[config.mk]
export PLATFORM = sky130hd
export DESIGN_NAME = ctr_scan_host
export DESIGN_NICKNAME = d
export VERILOG_FILES = /design/src/rtl/ctr_scan_host.sv
export SDC_FILE = /design/constraint.sdc
export NUM_CORES = 1
export LEC_CHECK = 0
export ABC_AREA = 1
export BUFFER_PORTS_ARGS = -buffer_cell sky130_fd_sc_hd__buf_4
export CAP_MARGIN = 0
export CORE_ASPECT_RATIO = 0.8
export CORE_UTILIZATION = 35
export CTS_BUF_LIST = sky130_fd_sc_hd__clkbuf_16
export DETAILED_ROUTE_END_ITERATION = 16
export PLACE_DENSITY = 0.62
export REMOVE_ABC_BUFFERS = 1
export SLEW_MARGIN = 10
export SYNTH_ARGS = -nofsm -noshare
export SYNTH_HDL_FRONTEND = slang
export SYNTH_SLANG_ARGS = --single-unit
[constraint.sdc]
create_clock -name clk -period 1.49 [get_ports clk]
set_clock_uncertainty 0.05 [all_clocks]
set_input_delay 0 -clock clk [delete_from_list [all_inputs] [get_ports clk]]
set_output_delay 0 -clock clk [all_outputs]
set_load 0.005 [all_outputs]
[src/rtl/ctr_scan_host.sv]
// Scan-port host for the 16-bit control register: shifts in a command frame,
// issues a one-cycle write or a handshaken read, and shifts read data back out.
module ctr_scan_host #(
    parameter int DW      = 16,
    parameter int TIMEOUT = 8
) (
    input  logic          clk,
    input  logic          rst_n,
    input  logic          scan_en,
    input  logic          scan_in,
    input  logic          scan_update,
    output logic          scan_out,
    output logic          ctr_wen,
    output logic          ctr_ren,
    output logic [DW-1:0] ctr_wdata,
    input  logic [DW-1:0] ctr_rdata,
    input  logic          ctr_ready,
    output logic          busy,
    output logic          err
);

    localparam int CW = $clog2(TIMEOUT);
    localparam logic [CW-1:0] CNT_LAST = CW'(TIMEOUT - 1);

    typedef enum logic [1:0] {IDLE, WRITE, READ} state_t;

    state_t        state, state_nxt;
    logic [DW:0]   shreg, shreg_nxt;
    logic          wen_nxt, ren_nxt, err_nxt;
    logic [DW-1:0] wdata_nxt;
    logic [CW-1:0] cnt, cnt_nxt;

    always_ff @(posedge clk or negedge rst_n) begin
        if (!rst_n) begin
            state     <= IDLE;
            shreg     <= '0;
            ctr_wen   <= 1'b0;
            ctr_ren   <= 1'b0;
            ctr_wdata <= '0;
            err       <= 1'b0;
            cnt       <= '0;
        end else begin
            state     <= state_nxt;
            shreg     <= shreg_nxt;
            ctr_wen   <= wen_nxt;
            ctr_ren   <= ren_nxt;
            ctr_wdata <= wdata_nxt;
            err       <= err_nxt;
            cnt       <= cnt_nxt;
        end
    end

    always_comb begin
        state_nxt = state;
        shreg_nxt = shreg;
        wen_nxt   = ctr_wen;
        ren_nxt   = ctr_ren;
        wdata_nxt = ctr_wdata;
        err_nxt   = err;
        cnt_nxt   = cnt;
        case (state)
            IDLE: begin
                // Update takes priority over shifting so the command is the pre-shift frame.
                if (scan_update) begin
                    err_nxt = 1'b0;
                    if (shreg[DW]) begin
                        wdata_nxt = shreg[DW-1:0];
                        wen_nxt   = 1'b1;
                        state_nxt = WRITE;
                    end else begin
                        ren_nxt   = 1'b1;
                        cnt_nxt   = '0;
                        state_nxt = READ;
                    end
                end else if (scan_en) begin
                    shreg_nxt = {shreg[DW-1:0], scan_in};
                end
            end
            WRITE: begin
                wen_nxt   = 1'b0;
                state_nxt = IDLE;
            end
            READ: begin
                // Ready on the last allowed cycle still wins over the timeout.
                if (ctr_ready) begin
                    shreg_nxt = {1'b1, ctr_rdata};
                    ren_nxt   = 1'b0;
                    state_nxt = IDLE;
                end else if (cnt == CNT_LAST) begin
                    shreg_nxt = '0;
                    err_nxt   = 1'b1;
                    ren_nxt   = 1'b0;
                    state_nxt = IDLE;
                end else begin
                    cnt_nxt = cnt + CW'(1);
                end
            end
            default: begin
                wen_nxt   = 1'b0;
                ren_nxt   = 1'b0;
                state_nxt = IDLE;
            end
        endcase
    end

    assign scan_out = shreg[DW];
    assign busy     = (state != IDLE);

endmodule

==> summary.txt, run 1 <==
Critical path
  • Crit path DAT: roughly 1.6 ns
  • Kind of critical path: reg2reg
  • WP data required: roughly 1.7 ns
  • Crit. End Element: flop
  • Critical R2R Capture: shreg[12]
  • Flop2flop setup slack: between 0.03 and 0.04 ns
  • R2r startpoint: cnt[1]
  • CP max FO: 8
  • Worst setup SP type: flop
  • Worst R2R Path Depth: 8

Routing
  • First-pass DRT Iterations: 4
  • DRC: 0
  • Routed wire length per instance: ~12 µm
  • DRT Wirelength: around 5000 µm
  • DRT antenna net count: 0
  • Via Count: between 1500 and 2000
  • Drt initial violations: approximately 110
  • Vias per cell: roughly 4.5

Power and ir drop
  • Maximum VDD drop: 605 µV
  • Leakage: about 0.0016 µW
  • Pwr dens: 1870 nW/µm²

Min path
  • Hold Path Sink: shreg[0]
  • Hold Path Class: in2reg
  • Worst hold stages: 7
  • Hold Startpoint: ctr_rdata[0]

Floorplan
  • Row count: 24
  • Die W: 88.3 µm
  • DIE AREA: about 6300 µm²
  • # IOs: between 40 and 50
  • Core area: between 5000 and 6000 µm²
  • Initial Util: 0.373
  • Die H: about 71 µm

Final layout
  • Fillers: around 580
  • P&R area growth vs syn: 32.1%
  • Ant diodes: 0
  • Number of nets in the layout: roughly 360
  • Layout cells sized above 1: 0.240
  • Final core utilization: 0.493

STA
  • Final period util: 0.976
  • Measured slew at the worst slew-check pin: roughly 0.54 ns
  • Minimum clock period: between 1 and 1.5 ns
  • Setup_tns: 0 ns
  • RSZ-0062 raised after global routing: true
  • Final hold vios: 0
  • Final Setup Violations: 0
  • FMAX: about 690 MHz
  • Max-slew headroom: 0.642
  • Max Slew Vio Count: 0

CTS
  • CTS root buffer: clkbuf_16
  • Clk buf depth: 2
  • CTS tree: built
  • Skew-Pair Late Insertion Delay: ~0.28 ns
  • Reg clk slew, reported paths: about 0.06 ns
  • Sink Count: approximately 40
  • H-tree depth: 2
  • Cts bufs inserted: 5

Synth
  • Asr flop ratio synth: 1.00
  • Synth area leaders: dfrtp_1, nand2_1, nand3_1, inv_1, nand2_8
  • Synth cell types: 20
  • Syn avg cell area: roughly 7.6 µm²
  • Post-synth top area share: 0.492
  • Area leader, netlist: dfrtp_1
  • Cells after synthesis: between 200 and 300
  • Synth Warn #: 0
  • Sequential cell area fraction in the yosys report: 0.492
  • Syn Std Cell Area: between 2000 and 2500 µm²
  • Post-synth top flop: dfrtp_1
  • Flops & latches, synth: slightly above 40
  • Most frequent cells after synthesis: nand2_1, dfrtp_1, nand3_1
  • Post-synth EDFFs: 0
  • Most frequent cell after synthesis: nand2_1

Placement
  • Placed wire-length estimate: approximately 3100 µm
  • PortBufs: between 40 and 50
  • Global placement routability congestion: 0.782

Global routing
  • Gr ovfl total: 0
  • Vias in the first global route: approximately 1800
  • Total GRT Usage: 0.178
  • Antenna violations before repair: 0
  • Largest net degree at the start of global routing: 42
  • First-pass GRT wire length: around 8500 µm

Outcome
  • Outcome: finished, final reports clean

Flow run
  • Max_cap viols: 0
-- layer usage --
| layer | GRT usage | part of all wire | vias up |
|---|---|---|---|
| li1 | - | - | 957 |
| met1 | 0.254 | 0.50 | 818 |
| met2 | 0.267 | 0.44 | 55 |
| met3 | 0.0572 | 0.060 | 5 |
| met4 | 0.0376 | 0.0072 | 0 |
| met5 | 0 | 0 | - |
-- where the power goes --
part / leakage (µW) / switching [µW] / internal [µW] / total, µW
clock network: 0.0000776 / 400 / 602 / 1000
registers: 0.000538 / 348 / 1580 / 1930
logic: 0.00103 / 1270 / 957 / 2220
total: 0.00164 / 2010 / 3140 / 5150
-- timing repair --
item / in CTS / in global routing
hold buffers: 3 / 0
cloned: 4 / 1
pin swaps: 3 / 6
hold endpoints to repair: 43 / 0
gates resized for setup: 9 / 4
setup buffers: 1 / 2
setup endpoints to repair: 21 / 29
-- cell type report --
cell class | instances | area, µm² | area share
Sequential cell | 41 | 1030 | 0.374
Multi-Input combinational cell | 206 | 982 | 0.357
Timing Repair Buffer | 55 | 420 | 0.153
Clock buffer | 5 | 125 | 0.0455
Tap cell | 78 | 97.6 | 0.0355
Inverter | 23 | 86.3 | 0.0314
Clock inverter | 3 | 11.3 | 0.00409
-- stage by stage --
stage	cells	setup WS, ns	power, µW	hold slack [ns]	instance area, µm²
2_1_floorplan	265	0.0172	3070	-0.346	2000
5_1_grt	411	-0.0295	5600	0.0960	2750
4_1_cts	408	0.00722	5180	0.0699	2720
6_report	411	0.0350	5150	0.0730	2750
3_3_place_gp	392	-0.0461	3910	-0.0303	2470
3_5_place_dp	392	-0.119	3950	-0.0258	2470
-- flip-flops by register name, summed over array words and instances, names as in the netlist --
| signal | count |
|---|---|
| cnt | 3 |
| ctr_ren | 1 |
| ctr_wdata | 16 |
| ctr_wen | 1 |
| err | 1 |
| shreg | 17 |
| state | 2 |
-- worst max-delay path: stages (launching register included) --
cell,delay [ns]
dfrtp_1,0.39
ha_2,0.21
ha_4,0.16
nor2_4,0.08
buf_4,0.14
nand2_8,0.10
nand2_4,0.13
nand2_1,0.06
nand2_1,0.06
-- how the worst max path moves through the flow --
stage / startpoint / end / cells past startpoint
floorplan: cnt[0] / shreg[0] / 7
global placement: cnt[0] / shreg[4] / 7
detailed placement: cnt[0] / shreg[14] / 7
CTS: cnt[0] / shreg[13] / 7
global route: cnt[1] / shreg[12] / 8
finish: cnt[1] / shreg[12] / 8
-- placed cells by master (no fill, tap or decap), types with 2 or more instances in the layout --
cell type | synthesis | layout
nand2_2 | 0 | 2
dfrtp_1 | 41 | 39
inv_2 | 3 | 4
nand2_4 | 2 | 4
dfrtp_2 | 0 | 2
nand3_1 | 22 | 22
clkbuf_16 | 0 | 5
inv_1 | 20 | 22
dlygate4sd3_1 | 0 | 3
nand2_1 | 163 | 162
nand3_2 | 2 | 2
nand2_8 | 2 | 4
buf_4 | 4 | 52
-- cell families after synthesis --
group | Yosys count | synth area share
AOI/OAI and AO/OA | 2 | 0.00541
adders and majority gates | 2 | 0.0120
buffers and inverters | 33 | 0.0811
DFF | 41 | 0.492
and+or+nand+nor | 197 | 0.409
No activity file was read; power rests on OpenSTA's default activity.
==> run 2, diff against run 1 <==
--- a/config.mk
+++ b/config.mk
@@ -10,10 +10,10 @@
 export CAP_MARGIN = 0
 export CORE_ASPECT_RATIO = 0.8
 export CORE_UTILIZATION = 35
-export CTS_BUF_LIST = sky130_fd_sc_hd__clkbuf_16
 export DETAILED_ROUTE_END_ITERATION = 16
 export PLACE_DENSITY = 0.62
 export REMOVE_ABC_BUFFERS = 1
+export SETUP_SLACK_MARGIN = 0.15
 export SLEW_MARGIN = 10
 export SYNTH_ARGS = -nofsm -noshare
 export SYNTH_HDL_FRONTEND = slang
==> summary.txt, run 2 (synthesis results as in run 1) <==
Routing
  • Routed wire length per instance: 12.7 µm (was 12.1 µm)
  • First-pass DRT Iterations: 4 (unchanged)
  • Via Count: 1889 (was 1835)
  • DRT antenna net count: 0 (unchanged)
  • DRT Wirelength: 5270 µm (was 4970 µm)
  • DRC: 0 (unchanged)
  • Vias per cell: 4.54 (was 4.46)
  • Drt initial violations: 62 (was 111)

Critical path
  • Cell Chain, Critical Path: ha_2, ha_4, nor2_4, buf_12, nand2_8, nand3_2, nand2_2 (was ha_2, ha_4, nor2_4, buf_4, nand2_8, nand2_4, nand2_1, nand2_1)
  • Worst path max stage delay: 0.40 ns (was 0.39 ns)
  • Crit path buf inv count: 1 (unchanged)
  • R2r startpoint: cnt[1] (unchanged)
  • Crit. End Element: flop (unchanged)
  • Crit path max-delay family: flip-flops (was simple AND/OR/NAND/NOR gates)
  • Kind of critical path: reg2reg (unchanged)
  • Flop2flop setup slack: 0.006 ns (was 0.04 ns)
  • Critical R2R Capture: shreg[12] (unchanged)
  • Worst setup SP type: flop (unchanged)
  • WP data required: 1.63 ns (was 1.66 ns)
  • CP max FO: 6 (was 8)
  • CP max-delay cell: dfrtp_1 (unchanged)
  • Crit path DAT: 1.62 ns (about the same)
  • Worst R2R Path Depth: 7 (was 8)

Min path
  • Hold Startpoint: ctr_rdata[5] (was ctr_rdata[0])
  • Hold Path Sink: shreg[5] (was shreg[0])
  • Worst hold stages: 7 (unchanged)
  • Hold Path Class: in2reg (unchanged)

Floorplan
  • Row count: 24 (unchanged)
  • Initial Util: 0.373 (unchanged)
  • Die H: 71.0 µm (unchanged)
  • Die W: 88.3 µm (unchanged)
  • DIE AREA: 6270 µm² (unchanged)
  • # IOs: 43 (unchanged)
  • Core area: 5590 µm² (unchanged)

Global routing
  • Vias in the first global route: 1812 (was 1767)
  • GRT Max-Usage Layer: met2 (unchanged)
  • M3 GR Usage: 0.0420 (was 0.0572)
  • Gr ovfl total: 0 (unchanged)
  • Met2 Track Usage GR: 0.269 (was 0.267)
  • Total GRT Usage: 0.180 (was 0.178)
  • Met1 Use GR: 0.259 (was 0.254)
  • Antenna violations before repair: 0 (unchanged)
  • Largest net degree at the start of global routing: 42 (unchanged)
  • First-pass GRT wire length: 8560 µm (was 8470 µm)

Final layout
  • Most frequent cells in the layout: nand2_1, buf_4, dfrtp_1, nand3_2, inv_1 (was nand2_1, buf_4, dfrtp_1, inv_1, nand3_1)
  • Largest register FFs: 17 (unchanged)
  • Layout cells sized above 1: 0.337 (was 0.240)
  • Fin cells: 416 (was 411)
  • Ant diodes: 0 (unchanged)
  • Fillers: 551 (was 575)
  • P&R area growth vs syn: 40.8% (was 32.1%)
  • Commonest non-fill, non-tap cell in the layout: nand2_1 (unchanged)
  • Number of nets in the layout: 361 (was 356)
  • Largest regs: shreg (17), ctr_wdata (16), cnt (3) (unchanged)
  • Biggest register: shreg (unchanged)

Power and ir drop
  • Maximum VDD drop: 539 µV (was 605 µV)
  • Leakage: 0.00166 µW (was 0.00164 µW)
  • Pwr dens: 1820 nW/µm² (was 1870 nW/µm²)

STA
  • Final hold vios: 0 (unchanged)
  • Max-slew headroom: 0.641 (was 0.642)
  • RSZ-0062 raised after global routing: true (unchanged)
  • Minimum clock period: 1.48 ns (was 1.45 ns)
  • Final period util: 0.996 (was 0.976)
  • Final Setup Violations: 0 (unchanged)
  • Max Slew Vio Count: 0 (unchanged)
  • Setup_tns: 0 ns (unchanged)
  • FMAX: 674 MHz (was 687 MHz)
  • Measured slew at the worst slew-check pin: 0.538 ns (was 0.537 ns)

CTS
  • Cts bufs inserted: 5 (unchanged)
  • Skew-Pair Late Insertion Delay: 0.29 ns (was 0.28 ns)
  • CTS root buffer: clkbuf_8 (was clkbuf_16)
  • Clk buf depth: 2 (unchanged)
  • H-tree depth: 2 (unchanged)
  • Reg clk slew, reported paths: 0.08 ns (was 0.06 ns)
  • Sink Count: 41 (unchanged)
  • CTS tree: built (unchanged)

Placement
  • Global placement routability congestion: 0.782 (unchanged)
  • Placed wire-length estimate: 3070 µm (unchanged)
  • PortBufs: 42 (unchanged)
  • Inst Count DP: 392 (unchanged)

Flow run
  • Max_cap viols: 0 (unchanged)

Outcome
  • Outcome: finished, final reports clean (unchanged)
run 2: cell types whose count changed in the layout (fill, tap and decap cells not counted), moves of 3 or more:
| cell | change |
|---|---|
| nand3_1 | -18 |
| clkbuf_8 | +5 |
| nand3_2 | +18 |
| clkbuf_1 | +3 |
| nand2_1 | -9 |
| nand2_8 | +3 |
| inv_1 | -4 |
| nand2_2 | +6 |
| clkbuf_16 | -5 |
run 2: worst max-delay path by stage:
stage                endpoint  cells past startpoint  startpoint
floorplan            shreg[0]                      7      cnt[0]
global placement     shreg[4]                      7      cnt[0]
detailed placement  shreg[14]                      7      cnt[0]
CTS                  shreg[5]                      7      cnt[0]
global route         shreg[8]                      7      cnt[1]
finish              shreg[12]                      7      cnt[1]
run 2: area by class of cell:
cell class / count / area (µm²) / share of cell area
inverters: 23 / 91.3 / 0.0311
repair buffers: 60 / 490 / 0.167
clock buffers: 8 / 80.1 / 0.0273
multi-input cells: 206 / 1140 / 0.390
flip-flops and latches: 41 / 1030 / 0.351
well taps: 78 / 97.6 / 0.0333
run 2: timing repair:
action / in CTS / in global routing
cloned: 4 / 1
hold buffers: 3 / 0
setup endpoints to repair: 38 / 39
gates resized for setup: 14 / 38
buffers inserted: 2 / 6
endpoints found under the hold margin: 43 / 0
pin swaps: 7 / 34
run 2: worst min-delay path: cells and delay by family:
kind          cells  cell delay, ns
buf+inv           2            0.12
simple gates      5            0.25
run 2: stage by stage:
step / hold WS (ns) / worst slack [ns] / utilization / power, µW / cell area, µm²
after CTS: 0.0515 / 0.0354 / 0.483 / 4870 / 2700
after detailed placement: -0.0258 / -0.119 / 0.442 / 3950 / 2470
after floorplan: -0.346 / 0.0172 / - / 3070 / 2000
after global placement: -0.0303 / -0.0461 / 0.442 / 3910 / 2470
after global routing: 0.0995 / -0.0415 / 0.525 / 5790 / 2930
final: 0.0676 / 0.00561 / 0.525 / 5340 / 2930
run 2: per-layer routing:
metal  vias to the layer above  share of wire
met2                        46           0.45
met4                         0          0.010
met1                       873           0.50
met3                         7          0.039
li1                        963              -
met5                         -              0
run 2: report_power, final:
group	leakage [µW]	switching (µW)	internal (µW)
clock network	0.0000395	372	333
registers	0.000538	382	1580
logic	0.00108	1490	1180
